## src/rtl/morph_filter_5x5.sv

```systemverilog
// 5x5 binary morphology (bypass/erode/dilate) plus per-frame foreground count and motion flag.
// Fixed 2-cycle latency, no backpressure; MORPH_BORDER_ZERO_EN zeroes a 2-pixel frame border.
module morph_filter_5x5 #(
    parameter logic [9:0] IMG_HDISP = 10'd640,
    parameter logic [9:0] IMG_VDISP = 10'd480,
    parameter int         CNT_W     = 19
) (
    input  logic             clk,
    input  logic             rst_n,
    input  logic             matrix_frame_vsync,
    input  logic             matrix_frame_href,
    input  logic             matrix_frame_clken,
    input  logic [0:4][4:0]  matrix,
    input  logic [1:0]       mode_sel,
    input  logic [CNT_W-1:0] motion_thresh,
    output logic             post_frame_vsync,
    output logic             post_frame_href,
    output logic             post_frame_clken,
    output logic             post_img_Bit,
    output logic [CNT_W-1:0] fg_count,
    output logic             motion_flag,
    output logic             frame_done
);

    logic             vsync_q;
    logic [1:0]       mode_q;
    logic [1:0]       mode1;
    logic [4:0]       row_r;
    logic             vs1, hr1, ck1;
    logic             vs_d;
    logic [CNT_W-1:0] fg_cnt;
    logic [4:0]       row_nx;
    logic             bit_nx;
    logic             border1;
    logic             qual;
    logic             frame_end;
    logic [CNT_W-1:0] fg_nx;

    // In bypass every row carries the centre bit so S2 can pick row_r[2].
    always_comb begin
        row_nx = '0;
        for (int i = 0; i < 5; i++) begin
            case (mode_q)
                2'b01:   row_nx[i] = &matrix[i];
                2'b10:   row_nx[i] = |matrix[i];
                default: row_nx[i] = matrix[2][2];
            endcase
        end
    end

    always_comb begin
        case (mode1)
            2'b01:   bit_nx = &row_r;
            2'b10:   bit_nx = |row_r;
            default: bit_nx = row_r[2];
        endcase
    end

`ifdef MORPH_BORDER_ZERO_EN
    logic [9:0] col;
    logic [9:0] row;
    logic       border_nx;

    assign border_nx = (col < 10'd2) || (col >= IMG_HDISP - 10'd2) ||
                       (row < 10'd2) || (row >= IMG_VDISP - 10'd2);

    always_ff @(posedge clk) begin
        if (!rst_n) begin
            col     <= '0;
            row     <= '0;
            border1 <= 1'b0;
        end else begin
            border1 <= border_nx;
            if (!matrix_frame_href)
                col <= '0;
            else if (matrix_frame_clken)
                col <= col + 10'd1;
            if (!matrix_frame_vsync)
                row <= '0;
            else if (hr1 && !matrix_frame_href)
                row <= row + 10'd1;
        end
    end
`else
    assign border1 = 1'b0;
`endif

    assign qual      = post_frame_href & post_frame_clken & post_img_Bit;
    assign frame_end = vs_d & ~post_frame_vsync;
    // Saturating increment; the frame-end cycle also folds in its own qualifying pixel.
    assign fg_nx     = (qual && (fg_cnt != {CNT_W{1'b1}})) ? fg_cnt + CNT_W'(1) : fg_cnt;

    always_ff @(posedge clk) begin
        if (!rst_n) begin
            vsync_q          <= 1'b0;
            mode_q           <= 2'b00;
            mode1            <= 2'b00;
            row_r            <= '0;
            vs1              <= 1'b0;
            hr1              <= 1'b0;
            ck1              <= 1'b0;
            post_frame_vsync <= 1'b0;
            post_frame_href  <= 1'b0;
            post_frame_clken <= 1'b0;
            post_img_Bit     <= 1'b0;
            vs_d             <= 1'b0;
            fg_cnt           <= '0;
            fg_count         <= '0;
            motion_flag      <= 1'b0;
            frame_done       <= 1'b0;
        end else begin
            vsync_q <= matrix_frame_vsync;
            if (matrix_frame_vsync && !vsync_q)
                mode_q <= mode_sel;

            row_r <= row_nx;
            mode1 <= mode_q;
            vs1   <= matrix_frame_vsync;
            hr1   <= matrix_frame_href;
            ck1   <= matrix_frame_clken;

            post_frame_vsync <= vs1;
            post_frame_href  <= hr1;
            post_frame_clken <= ck1;
            post_img_Bit     <= hr1 & ~border1 & bit_nx;

            vs_d       <= post_frame_vsync;
            frame_done <= frame_end;
            if (frame_end) begin
                fg_count    <= fg_nx;
                motion_flag <= (fg_nx >= motion_thresh);
                fg_cnt      <= '0;
            end else begin
                fg_cnt <= fg_nx;
            end
        end
    end

endmodule

```

## config.mk

```make
export PLATFORM = sky130hd
export DESIGN_NAME = morph_filter_5x5
export DESIGN_NICKNAME = d
export VERILOG_FILES = /design/src/rtl/morph_filter_5x5.sv
export SDC_FILE = /design/constraint.sdc
export NUM_CORES = 1
export LEC_CHECK = 0
export BUFFER_PORTS_ARGS = -buffer_cell sky130_fd_sc_hd__buf_4
export CAP_MARGIN = 5
export CELL_PAD_IN_SITES_DETAIL_PLACEMENT = 1
export CELL_PAD_IN_SITES_GLOBAL_PLACEMENT = 1
export CORE_UTILIZATION = 30
export CTS_BUF_LIST = sky130_fd_sc_hd__clkbuf_8
export DETAILED_ROUTE_END_ITERATION = 8
export PLACE_DENSITY = 0.72
export SYNTH_ARGS = -nofsm -noshare
export SYNTH_HDL_FRONTEND = slang
export SYNTH_SLANG_ARGS = --single-unit
```

## constraint.sdc

```tcl
create_clock -name clk -period 5.1 [get_ports clk]
set_input_delay 0.765 -clock clk [delete_from_list [all_inputs] [get_ports clk]]
set_output_delay 0.765 -clock clk [all_outputs]
set_load 0.01 [all_outputs]
```

==> impl_metrics.py <==
metrics = {
    "cts": {
        "clkTransAtPathRegs_ns": 0.07,
        "hold_buffers": 0,
        "numCtsBuffers": 9,
        "htreeDepth": 3,
        "clock_tree.buffer_depth": 2,
        "root_buffer": "clkbuf_8",
        "insertion_delay_ns": 0.33,
        "cts_tree": "built",
        "post_cts_resized": 0,
        "numClockSinks": 57,
        "post-cts-setup-buffers": 0,
    },
    "routing": {
        "dr.first_iter.drc_count": 61,
        "final_antenna_net_count": 0,
        "vias_per_cell": 4.84,
        "dr_total_vias": 2673,
        "wirelength_mm": 7.56,
        "drcViolationCount": 0,
        "wl_per_cell_um": 13.7,
        "drtPass1Iterations": 4,
    },
    "synth": {
        "synth_compound_gate_area_share_pct": 16.0,
        "synth_cell_types": 45,
        "synth.area.mux_share_pct": 0.692,
        "synth-async-reset-ratio_pct": 0,
        "synth_top_family_by_area": "simple AND/OR/NAND/NOR gates",
        "netlist_instances": 340,
        "avgSynthCellArea_um2": 8.51,
        "synth-xor-area-share_pct": 3.29,
        "yosys_most_used_dff": "dfxtp_1",
        "syn-cell-area_mm2": 0.00289,
        "synth_edf_count": 0,
        "synthSimpleGateAreaFrac_pct": 24.1,
        "ys_ff_latch": 57,
        "synth-seq-area-share_pct": 39.4,
        "yosysWarnings": 0,
        "synthAdderAreaFrac_pct": 10.4,
        "syn_nets": 415,
    },
    "layout": {
        "area_delta_synth_final_pct": 30.9,
        "finalNetCount": 493,
        "drive_gt1_share_pct": 24.1,
        "stdcell_area_mm2": 0.00379,
        "diodes": 0,
        "final_cell_count_no_fill": 552,
    },
    "grt": {
        "met1_usage_pct": 19.3,
        "globalRouteMet3Util_pct": 3.41,
        "grt_first_pass_wirelength_mm": 12.8,
        "grt_use_total_pct": 16.3,
        "grt_start_max_net_pins": 23,
        "antenna_found_initial": 0,
        "met2_usage_pct": 28.9,
        "grt_pass1_vias": 2817,
        "grt.busiest_layer": "met2",
        "grt.overflow.total": 0,
    },
    "pwr": {
        "power_density_mw_per_mm2": 252,
        "ir_drop_mv": 0.0980,
        "p_leak_nw": 1.77,
    },
    "sta": {
        "finalHoldViolations": 0,
        "min_period_over_period_pct": 60.6,
        "skew_ns": 0.00877,
        "drv_slew": 0,
        "tightest_slew_ns": 0.706,
        "rsz0062_at_grt": "false",
        "finalSetupViolCount": 0,
        "min_period_ns": 3.09,
        "setup_tns_ns": 0,
        "fmax_mhz": 323,
        "maxSlewHeadroom_pct": 52.8,
        "holdWs_ns": 0.439,
    },
    "placement": {
        "dp.cells": 536,
        "placed_cell_area_mm2": 0.00359,
        "dp_hpwl_mm": 5.93,
        "place_congestion": 0.857,
        "io_buffers": 75,
    },
    "worst_setup_path": {
        "crit_path_top_delay_cell": "dfxtp_1",
        "cp.required_ns": 5.29,
        "crit_arrival_ns": 3.28,
        "start_kind": "register",
        "cp_top_family": "compound AO/OA/AOI/OAI gates",
        "endpoint_kind": "register",
        "crit_buf_inv": 2,
        "slowest_delay_ns": 0.43,
        "path_max_fanout": 6,
        "critPathKind": "register to register",
        "crit_chain": "ha_1, inv_1, nor2_1, a21oi_2, mux2i_1, inv_1, ha_1, a211o_1, a2111oi_0, o21a_1, o41ai_1",
    },
    "floorplanning": {
        "start_util_pct": 31.2,
        "die_y_um": 100,
        "die_x_um": 100,
        "fp-row-count": 35,
        "core_area_mm2": 0.00928,
        "dieArea_mm2": 0.0100,
        "io_pins": 76,
    },
    "min_path": {
        "worst_hold_path_type": "register to register",
    },
    "flow_run": {
        "drv_cap": 0,
    },
    "status": {
        "status": "complete, no violations",
    },
}
[sequential cells by signal, summed over array words and instances (netlist names), 2 cells and up]
| name | flops |
|---|---|
| mode1 | 2 |
| fg_cnt | 19 |
| row_r | 5 |
| mode_q | 2 |
| fg_count | 19 |
[path summary, 6_finish.rpt]
check	startpoint	end	slack, ns	depth (start not counted)
max	fg_cnt[0]$_SDFF_PP0_	motion_flag$_SDFFE_PN0P_	2.01	11
min	ck1$_SDFF_PN0_	post_frame_clken$_SDFF_PN0_	0.44	1
max reg2reg	fg_cnt[0]$_SDFF_PP0_	motion_flag$_SDFFE_PN0P_	2.01	11
min reg2reg	ck1$_SDFF_PN0_	post_frame_clken$_SDFF_PN0_	0.44	1
[where the power goes]
group          internal [mW]  leakage [nW]  switching, mW  total, mW
Sequential             0.453         0.462        0.00427      0.457
Clock                  0.235        0.0995          0.185      0.420
Combinational         0.0423          1.21         0.0343     0.0766
[synth_stat cells, types with 3 or more instances]
cell,count,area [µm²]
nor2b_1,5,31.3
nand2_1,25,93.8
ha_1,24,300
o21ai_1,12,60.1
a21oi_1,14,70.1
nor3_1,9,45.0
and3_1,10,62.6
a21o_1,4,30.0
nor2_1,28,105
dfxtp_1,57,1140
clkbuf_1,8,30.0
nand4_1,14,87.6
nand3_1,10,50.1
and2_1,13,81.3
o21ai_0,7,35.0
xor2_1,9,78.8
a31oi_1,6,37.5
or4_1,7,52.6
a22o_1,3,26.3
o21a_1,6,45.0
inv_1,38,143
[placed cells by master (no fill, tap or decap), types with 2 or more instances in the layout]
| cell type | n |
|---|---|
| a21o_1 | 4 |
| a21oi_1 | 14 |
| a21oi_2 | 2 |
| a22o_1 | 3 |
| a31oi_1 | 6 |
| a41oi_1 | 2 |
| and2_1 | 13 |
| and3_1 | 10 |
| and4_1 | 2 |
| buf_4 | 76 |
| clkbuf_8 | 10 |
| clkinv_2 | 2 |
| clkinvlp_4 | 2 |
| dfxtp_1 | 57 |
| ha_1 | 24 |
| inv_1 | 39 |
| mux2i_1 | 2 |
| nand2_1 | 25 |
| nand2b_1 | 2 |
| nand3_1 | 10 |
| nand3_2 | 2 |
| nand4_1 | 14 |
| nor2_1 | 28 |
| nor2b_1 | 5 |
| nor3_1 | 9 |
| o21a_1 | 6 |
| o21ai_0 | 7 |
| o21ai_1 | 12 |
| o41ai_1 | 2 |
| or4_1 | 7 |
| xor2_1 | 9 |
[metrics by stage]
stage	utilization (%)	setup slack (ns)	power, mW
finish	40.8	2.01	0.953
global route	40.8	1.59	0.992
CTS	40.8	1.99	0.967
detailed placement	38.7	2.02	0.544
global placement	38.7	2.12	0.542
floorplan	-	2.45	0.500
[layout make-up]
class	instances	area [µm²]
Clock buffer	10	138
Clock inverter	6	58.8
Inverter	38	143
Multi-Input combinational cell	236	1570
Timing Repair Buffer	76	571
Sequential cell	57	1140
Fill cell	1159	5500
Tap cell	129	161
[logic make-up (layout without fill, tap and decap cells)]
logic type,after synthesis,in the layout
multiplexers,2,2
buffers and inverters,47,130
adder cells (fa/ha/maj),24,24
flip-flops,57,57
AO/OA/AOI/OAI,69,69
XOR/XNOR,10,10
AND/OR/NAND/NOR,131,131
[layer usage]
metal	share of wire, %	vias to the layer above
met5	0	-
met4	1.5	0
met3	4.1	11
met2	49	71
met1	45	1247
li1	-	1344
Note: power is estimated with default switching activity, not from simulation.
